### src/rtl/seg_pkg.sv
// -----------------------------------------------------------------------------
// seg_pkg
// Shared definitions for the multiplexed 7-segment display path.
//   - Segment patterns, active-high, bit order {g,f,e,d,c,b,a}.
//   - Default scan-timing values used by seg_scan_driver.
// -----------------------------------------------------------------------------
package seg_pkg;

    // Segment patterns, active-high, {g,f,e,d,c,b,a}
    localparam logic [6:0] SEG_0    = 7'h3F;
    localparam logic [6:0] SEG_1    = 7'h06;
    localparam logic [6:0] SEG_2    = 7'h5B;
    localparam logic [6:0] SEG_3    = 7'h4F;
    localparam logic [6:0] SEG_4    = 7'h66;
    localparam logic [6:0] SEG_5    = 7'h6D;
    localparam logic [6:0] SEG_6    = 7'h7D;
    localparam logic [6:0] SEG_7    = 7'h07;
    localparam logic [6:0] SEG_8    = 7'h7F;
    localparam logic [6:0] SEG_9    = 7'h6F;
    localparam logic [6:0] SEG_DASH = 7'h40;
    localparam logic [6:0] SEG_OFF  = 7'h00;

    // Scan-timing defaults
    localparam int DEF_NUM_DIGITS   = 4;
    localparam int DEF_SCAN_DIV     = 1024;
    localparam int DEF_BLANK_CYCLES = 16;

    // True when a nibble is a valid decimal digit (0..9)
    function automatic logic is_bcd_digit(input logic [3:0] nibble);
        return (nibble <= 4'd9);
    endfunction

endpackage

### src/rtl/bcd_seg_decode.sv
// -----------------------------------------------------------------------------
// bcd_seg_decode
// Combinational nibble-to-segment decoder, active-high output.
//   nibble : 4-bit BCD value; 10..15 render as a dash (g only)
//   blank  : 1 forces all segments off regardless of nibble
//   seg    : {g,f,e,d,c,b,a}, 1 = segment lit
// -----------------------------------------------------------------------------
module bcd_seg_decode
    import seg_pkg::*;
(
    input  logic [3:0] nibble,
    input  logic       blank,
    output logic [6:0] seg
);

    // Decode the nibble; blanking wins over any digit value
    always_comb begin
        seg = SEG_OFF;
        if (blank) begin
            seg = SEG_OFF;
        end else if (!is_bcd_digit(nibble)) begin
            seg = SEG_DASH;
        end else begin
            case (nibble)
                4'd0:    seg = SEG_0;
                4'd1:    seg = SEG_1;
                4'd2:    seg = SEG_2;
                4'd3:    seg = SEG_3;
                4'd4:    seg = SEG_4;
                4'd5:    seg = SEG_5;
                4'd6:    seg = SEG_6;
                4'd7:    seg = SEG_7;
                4'd8:    seg = SEG_8;
                4'd9:    seg = SEG_9;
                default: seg = SEG_DASH;
            endcase
        end
    end

endmodule

### src/rtl/seg_scan_driver.sv
// -----------------------------------------------------------------------------
// seg_scan_driver
// Time-multiplexed 7-segment driver. NUM_DIGITS displays share one 7-bit
// segment bus; one digit is enabled per scan slot of SCAN_DIV clocks. The first
// BLANK_CYCLES of every slot keep all digits off so the previous digit's
// segments never ghost onto the next one. The BCD value is snapshotted once
// per frame so a changing input never produces a torn display.
//
// Ports:
//   clk         : system clock
//   reset       : asynchronous, active-high reset
//   bcd_in      : packed BCD, nibble i = digit i (digit 0 least significant)
//   lzb_en      : leading-zero blanking enable, sampled with the snapshot
//   seg         : {g,f,e,d,c,b,a}, inverted when SEG_ACTIVE_LOW
//   dig         : one-hot digit enable, inverted when DIG_ACTIVE_LOW
//   frame_start : one-cycle pulse in the first cycle of a new frame
// -----------------------------------------------------------------------------
module seg_scan_driver
    import seg_pkg::*;
#(
    parameter int NUM_DIGITS     = DEF_NUM_DIGITS,
    parameter int SCAN_DIV       = DEF_SCAN_DIV,
    parameter int BLANK_CYCLES   = DEF_BLANK_CYCLES,
    parameter bit SEG_ACTIVE_LOW = 1'b1,
    parameter bit DIG_ACTIVE_LOW = 1'b1
)
(
    input  logic                    clk,
    input  logic                    reset,
    input  logic [4*NUM_DIGITS-1:0] bcd_in,
    input  logic                    lzb_en,
    output logic [6:0]              seg,
    output logic [NUM_DIGITS-1:0]   dig,
    output logic                    frame_start
);

    localparam int PRE_W = $clog2(SCAN_DIV);
    localparam int IDX_W = $clog2(NUM_DIGITS);

    localparam logic [PRE_W-1:0] PRE_MAX   = PRE_W'(SCAN_DIV - 1);
    localparam logic [IDX_W-1:0] IDX_MAX   = IDX_W'(NUM_DIGITS - 1);
    localparam logic [PRE_W-1:0] BLANK_LIM = PRE_W'(BLANK_CYCLES);

    // XOR masks: inactive level of each output bus is exactly its mask
    localparam logic [6:0]            SEG_MASK = {7{SEG_ACTIVE_LOW}};
    localparam logic [NUM_DIGITS-1:0] DIG_MASK = {NUM_DIGITS{DIG_ACTIVE_LOW}};
    localparam logic [NUM_DIGITS-1:0] DIG_ONE  = {{(NUM_DIGITS-1){1'b0}}, 1'b1};

    logic [PRE_W-1:0]        pre_r;
    logic [IDX_W-1:0]        idx_r;
    logic [4*NUM_DIGITS-1:0] snap_r;
    logic                    snap_lzb_r;
    logic                    frame_start_r;
    logic [6:0]              seg_r;
    logic [NUM_DIGITS-1:0]   dig_r;

    logic                    slot_end_s;
    logic                    frame_end_s;
    logic                    live_s;
    logic [NUM_DIGITS-1:0]   lead_blank_s;
    logic [3:0]              nibble_s;
    logic                    digit_blank_s;
    logic [6:0]              dec_seg_s;
    logic [6:0]              seg_s;
    logic [NUM_DIGITS-1:0]   dig_s;

    assign slot_end_s  = (pre_r == PRE_MAX);
    assign frame_end_s = slot_end_s && (idx_r == IDX_MAX);
    // Dead time occupies the first BLANK_CYCLES prescaler values of a slot
    assign live_s      = (pre_r >= BLANK_LIM);

    // Prescaler and digit index: idx advances once per slot and wraps per frame
    always_ff @(posedge clk or posedge reset) begin
        if (reset) begin
            pre_r <= '0;
            idx_r <= '0;
        end else if (slot_end_s) begin
            pre_r <= '0;
            if (idx_r == IDX_MAX) begin
                idx_r <= '0;
            end else begin
                idx_r <= idx_r + 1'b1;
            end
        end else begin
            pre_r <= pre_r + 1'b1;
        end
    end

    // Frame snapshot of value and blanking mode, plus the frame_start pulse
    always_ff @(posedge clk or posedge reset) begin
        if (reset) begin
            snap_r        <= '0;
            snap_lzb_r    <= 1'b0;
            frame_start_r <= 1'b0;
        end else begin
            frame_start_r <= frame_end_s;
            if (frame_end_s) begin
                snap_r     <= bcd_in;
                snap_lzb_r <= lzb_en;
            end else begin
                snap_r     <= snap_r;
                snap_lzb_r <= snap_lzb_r;
            end
        end
    end

    // Leading-zero mask: walk from the top digit down while nibbles stay zero.
    // The first nonzero nibble ends the run, so inner zeros stay visible.
    always_comb begin
        logic zero_run;
        zero_run     = 1'b1;
        lead_blank_s = '0;
        for (int i = NUM_DIGITS - 1; i >= 1; i--) begin
            zero_run        = zero_run & (snap_r[4*i +: 4] == 4'd0);
            lead_blank_s[i] = snap_lzb_r & zero_run;
        end
        lead_blank_s[0] = 1'b0;
    end

    assign nibble_s      = snap_r[{idx_r, 2'b00} +: 4];
    assign digit_blank_s = lead_blank_s[idx_r];

    bcd_seg_decode u_decode (
        .nibble (nibble_s),
        .blank  (digit_blank_s),
        .seg    (dec_seg_s)
    );

    // Active-high segment/enable values for the current slot position
    always_comb begin
        seg_s = SEG_OFF;
        dig_s = '0;
        if (live_s && !digit_blank_s) begin
            seg_s = dec_seg_s;
            dig_s = DIG_ONE << idx_r;
        end else begin
            seg_s = SEG_OFF;
            dig_s = '0;
        end
    end

    // Output register; polarity is applied only here
    always_ff @(posedge clk or posedge reset) begin
        if (reset) begin
            seg_r <= SEG_MASK;
            dig_r <= DIG_MASK;
        end else begin
            seg_r <= seg_s ^ SEG_MASK;
            dig_r <= dig_s ^ DIG_MASK;
        end
    end

    assign seg         = seg_r;
    assign dig         = dig_r;
    assign frame_start = frame_start_r;

endmodule

### config.mk
export PLATFORM = sky130hd
export DESIGN_NAME = seg_scan_driver
export DESIGN_NICKNAME = d
export VERILOG_FILES = /design/src/rtl/seg_pkg.sv /design/src/rtl/bcd_seg_decode.sv /design/src/rtl/seg_scan_driver.sv
export SDC_FILE = /design/constraint.sdc
export NUM_CORES = 1
export LEC_CHECK = 0
export CAP_MARGIN = 20
export CORE_MARGIN = 4
export CORE_UTILIZATION = 40
export DETAILED_ROUTE_END_ITERATION = 10
export PLACE_DENSITY = 0.62
export SYNTH_ARGS = -nofsm -noshare
export SYNTH_HDL_FRONTEND = slang
export SYNTH_HIERARCHICAL = 1
export SYNTH_SLANG_ARGS = --single-unit
### constraint.sdc
create_clock -name clk -period 2.6 [get_ports clk]
set_input_delay 0.52 -clock clk [delete_from_list [all_inputs] [get_ports clk]]
set_output_delay 0.52 -clock clk [all_outputs]
set_load 0.005 [all_outputs]
==> reports/qor.yml, run 1 <==
yosysMostFrequentCell: "dfrtp_1"
async_flop_share_pct: 100
synth_seq_area_share_pct: 49.6
syn-cell-area_um2: 2100
grt_antenna_before_repair: 0
antenna_cells: 0
maxSlewHeadroom_pct: 67.1
syn-num-nets: 198
end_kind: "flop"
final_cells: 270
min_from: "snap_r[3]"
synth_top_area_share_pct: 35.8
ys.warnings.count: 6
whs_endpoint: "snap_r[3]"
timing.rr.end: "seg[3]"
crit_path_cell_trace: "mux4_2 -> inv_1 -> ha_1 -> o21bai_1 -> nand3b_1 -> a31oi_1 -> o211ai_1"
die_area_um2: 6460
worst_pin_slew_ns: 0.493
setup_viol: 0
final_hold_viol_count: 0
post_cts_buffers: 0
crit_fanout: 11
path_class: "reg -> reg"
cpMaxStageDelayCell: "mux4_2"
dpl_cell_area_um2: 2460
crit_path_start_kind: "flop"
finalSetupTns_ns: 0
syn_to_final_growth_pct: 22.4
vias: 1434
power_density_nw_per_um2: 502
multi_input_area_um2: 971
crit_family: "multiplexers"
finalMaxSlewViolations: 0
cts.path.max_buffers: 2
io_buffers: 30
finClkSkew_ns: 0.00906
nets: 229
worstRegToRegCells: 7
cts_buffers: 5
syn_inst: 168
grt_pass1_wl_um: 6730
cts-root-buf: "clkbuf_8"
route.antenna.remaining_nets: 0
ys.flop_type: "dfrtp_1"
fin_crit_ns: 2.26
grt_pass1_vias: 1471
ir_drop_mv: 0.367
die_h_um: 80.4
fillers: 452
grt_usage_pct: 13.4
fmax_ghz: 0.443
clk_pin_slew_ns: 0.07
synth.avg_cell_area_um2: 12.5
critPathBufInv: 1
drive_gt1_share_pct: 22.5
drv_cap: 0
ys_ff_latch: 41
hp-class: "reg -> reg"
ys_types: 37
wl_um: 3920
seqCellArea_um2: 1040
netlist_top_cells_area: "dfrtp_1 (36%), dfstp_2 (14%), mux2_4 (7.2%)"
finalCritPeriodShare_pct: 86.9
synthTopCellsByCount: "dfrtp_1 (30), o211ai_1 (12), dfstp_2 (11), ha_1 (11)"
start_util_pct: 41.0
min_path_cells: 1
die_width_um: 80.4
place_inst: 262
synth_edf_count: 0
arrival_ns: 2.45
vias_per_cell: 5.31
required_ns: 2.79
cpPeakStageDelay_ns: 0.62
rsz0062_at_grt: "no"
cts_resized: 0
drt_iter0_markers: 38
power_leakage_nw: 1.10
ctsHtreeMaxLevel: 2
hold_buffers: 0
grt_start_max_net_pins: 42
timing.hold.ws_ns: 0.526
io_pins: 31
detail_route.first_pass.iterations: 4
insertion_delay_ns: 0.29
cts_sinks: 41
drc_errors: 0
wl_per_cell_um: 14.5
overflow: 0
hpwl_um: 2950
r2r-start: "idx_r[0]"
cts_tree: "built"
final_area_um2: 2560
worst-r2r-setup-slack_ns: 0.34
synth.largest_area_cell: "dfrtp_1"
status: "finished, final reports clean"
rows: 26
gp_congestion: 0.900
core_area_um2: 5110
[through the flow]
step | power, mW | setup slack [ns] | util (%)
4_1_cts | 1.31 | 0.348 | 50.2
5_1_grt | 1.35 | 0.150 | 50.2
3_5_place_dp | 0.811 | 0.364 | 48.1
3_3_place_gp | 0.806 | 0.461 | 48.1
2_1_floorplan | 0.747 | 0.597 | -
6_report | 1.29 | 0.341 | 50.2
[registers in the layout (all words and copies together) (netlist names)]
register     count
pre_r           10
seg              7
frame_start      1
snap_lzb_r       1
snap_r          16
idx_r            2
dig              4
[where the power goes]
group          switching, mW  internal (mW)
sequential            0.0137          0.667
clock                  0.208          0.283
combinational         0.0440         0.0727
[placed cells by master (no fill, tap or decap), types with 3 or more instances in the layout]
master,count
dfstp_2,11
clkbuf_8,5
buf_4,3
nand2_1,3
mux2_4,10
a211oi_1,3
o211ai_1,12
xnor2_1,3
dfrtp_1,30
clkdlybuf4s50_1,30
a21oi_1,5
or3_1,3
nor4_1,5
ha_1,11
mux2_2,9
mux4_2,4
nand3_1,3
inv_1,9
o21bai_1,3
nor2_1,10
and4_1,4
[cell type report]
| cell class | instances | area share, % |
|---|---|---|
| clock buffer | 6 | 2.83 |
| clock inverter | 2 | 1.32 |
| inverter | 10 | 1.46 |
| multi-input combinational | 108 | 37.9 |
| sequential | 41 | 40.5 |
| tap | 70 | 3.41 |
| timing repair buffer | 33 | 12.6 |
[logic make-up (layout without fill, tap and decap cells)]
kind of cell	Yosys count	in the layout	synth area share [%]
flops	41	41	49.6
simple gates	38	38	11.0
compound gates	31	31	10.4
mux	23	23	16.3
buf+inv	19	51	4.06
fa+ha+maj	11	11	6.57
xor+xnor	5	5	2.09
[how the worst max path moves through the flow]
stage | start | slack [ns] | cells past startpoint | endpoint
floorplan | idx_r[0] | 0.60 | 8 | seg[3]
global placement | idx_r[0] | 0.46 | 7 | seg[3]
detailed placement | idx_r[0] | 0.36 | 7 | seg[3]
CTS | idx_r[0] | 0.35 | 7 | seg[3]
global route | idx_r[0] | 0.15 | 7 | seg[0]
finish | idx_r[0] | 0.34 | 7 | seg[3]
[per-layer routing]
layer	up-vias	GRT usage, %	routed length, um
met1	717	16.1	1720
met5	-	0	0
met2	32	22.9	1980
met3	6	3.81	176
li1	679	-	-
met4	0	4.56	51
Note: power is estimated with default switching activity, not from simulation.
==> run 2, diff against run 1 <==
--- a/config.mk
+++ b/config.mk
@@ -10,6 +10,7 @@
 export CORE_UTILIZATION = 40
 export DETAILED_ROUTE_END_ITERATION = 10
 export PLACE_DENSITY = 0.62
+export SETUP_SLACK_MARGIN = 0.2
 export SYNTH_ARGS = -nofsm -noshare
 export SYNTH_HDL_FRONTEND = slang
 export SYNTH_HIERARCHICAL = 1
==> run 2 against run 1 <==
First-iteration DRC count decreased by 2.6%. Largest cell class unchanged. Final cell count unchanged. Critical endpoint unchanged. Sequential power about the same.
==> reports/qor.yml, run 2 (synthesis results as in run 1) <==
status: "finished, final reports clean"
drive_gt1_share_pct: 23.0
ir_drop_mv: 0.368
power_density_nw_per_um2: 502
grt_pass1_vias: 1471
final_hold_viol_count: 0
critPathBufInv: 1
cts.path.max_buffers: 2
post_cts_buffers: 0
ctsHtreeMaxLevel: 2
fin_crit_ns: 2.14
finalMaxSlewViolations: 0
power_leakage_nw: 1.10
overflow: 0
die_width_um: 80.4
arrival_ns: 2.33
timing.hold.ws_ns: 0.526
insertion_delay_ns: 0.29
cpPeakStageDelay_ns: 0.60
hold_buffers: 0
syn_to_final_growth_pct: 22.4
cts_tree: "built"
grt_antenna_before_repair: 0
detail_route.first_pass.iterations: 4
cpMaxStageDelayCell: "mux4_2"
most-common-layout-cells: "clkdlybuf4s50_1 (30), dfrtp_1 (29), o211ai_1 (12), ha_1 (11), dfstp_2 (11)"
vias_per_cell: 5.31
start_util_pct: 41.0
core_area_um2: 5110
met2_usage_pct: 22.9
rows: 26
cts_sinks: 41
maxSlewHeadroom_pct: 67.1
rsz0062_at_grt: "no"
finalSetupTns_ns: 0
vias: 1434
cts_resized: 0
top_register: "snap_r"
largest_reg_flops: 16
die_h_um: 80.4
end_kind: "flop"
finClkSkew_ns: 0.00889
fmax_ghz: 0.468
grt_usage_pct: 13.4
crit_family: "multiplexers"
setup_viol: 0
grt.busiest_layer: "met2"
required_ns: 2.79
met1_usage_pct: 16.1
nets: 229
final_common_cell: "clkdlybuf4s50_1"
io_buffers: 30
crit_fanout: 11
drt_iter0_markers: 37
crit_path_cell_trace: "mux4_2 -> inv_1 -> ha_1 -> o21bai_1 -> nand3b_1 -> a31oi_1 -> o211ai_1"
io_pins: 31
dp_slack_ns: 0.364
use_met3_pct: 3.81
antenna_cells: 0
drc_errors: 0
clk_pin_slew_ns: 0.07
wl_um: 3920
crit_path_start_kind: "flop"
hp-class: "reg -> reg"
gp_congestion: 0.900
cts_buffers: 5
die_area_um2: 6460
path_class: "reg -> reg"
wl_per_cell_um: 14.5
drv_cap: 0
grt_pass1_wl_um: 6730
finalCritPeriodShare_pct: 82.1
setup_ws_ns: 0.464
grt_start_max_net_pins: 42
route.antenna.remaining_nets: 0
p_total_mw: 1.29
worst_pin_slew_ns: 0.493
hpwl_um: 2950
cts-root-buf: "clkbuf_8"
## run 2: final timing paths
path | cells after the start | startpoint | end | slack (ns)
worst max register to register | 7 | idx_r[0] | seg[3] | 0.46
worst max-delay path | 7 | idx_r[0] | seg[3] | 0.46
worst min register to register | 1 | snap_r[3] | snap_r[3] | 0.53
max in group asynchronous | 3 | reset | idx_r[0] | 1.57
worst min-delay path | 1 | snap_r[3] | snap_r[3] | 0.53
min in group asynchronous | 3 | reset | snap_r[1] | 0.65
## run 2: per-layer routing
metal	up-vias	routed length [um]
met3	6	176
met2	32	1980
li1	679	-
met1	717	1720
met4	0	51
met5	-	0
## run 2: per-stage QoR
| stage | util [%] | area (um2) | instances |
|---|---|---|---|
| 6_report | 50.2 | 2570 | 270 |
| 5_1_grt | 50.2 | 2570 | 270 |
| 4_1_cts | 50.2 | 2560 | 270 |
| 3_5_place_dp | 48.1 | 2460 | 262 |
| 3_3_place_gp | 48.1 | 2460 | 262 |
| 2_1_floorplan | - | 2100 | 168 |
## run 2: layout make-up
type	count	area [um2]
Tap cell	70	87.6
Multi-Input combinational cell	108	971
Fill cell	453	2540
Clock buffer	6	72.6
Sequential cell	41	1040
Clock inverter	2	33.8
Inverter	10	37.5
Timing Repair Buffer	33	323
## run 2: power by group
part,switching (mW),internal [mW]
Sequential,0.0138,0.667
Combinational,0.0440,0.0727
Clock,0.208,0.283
Total,0.266,1.02
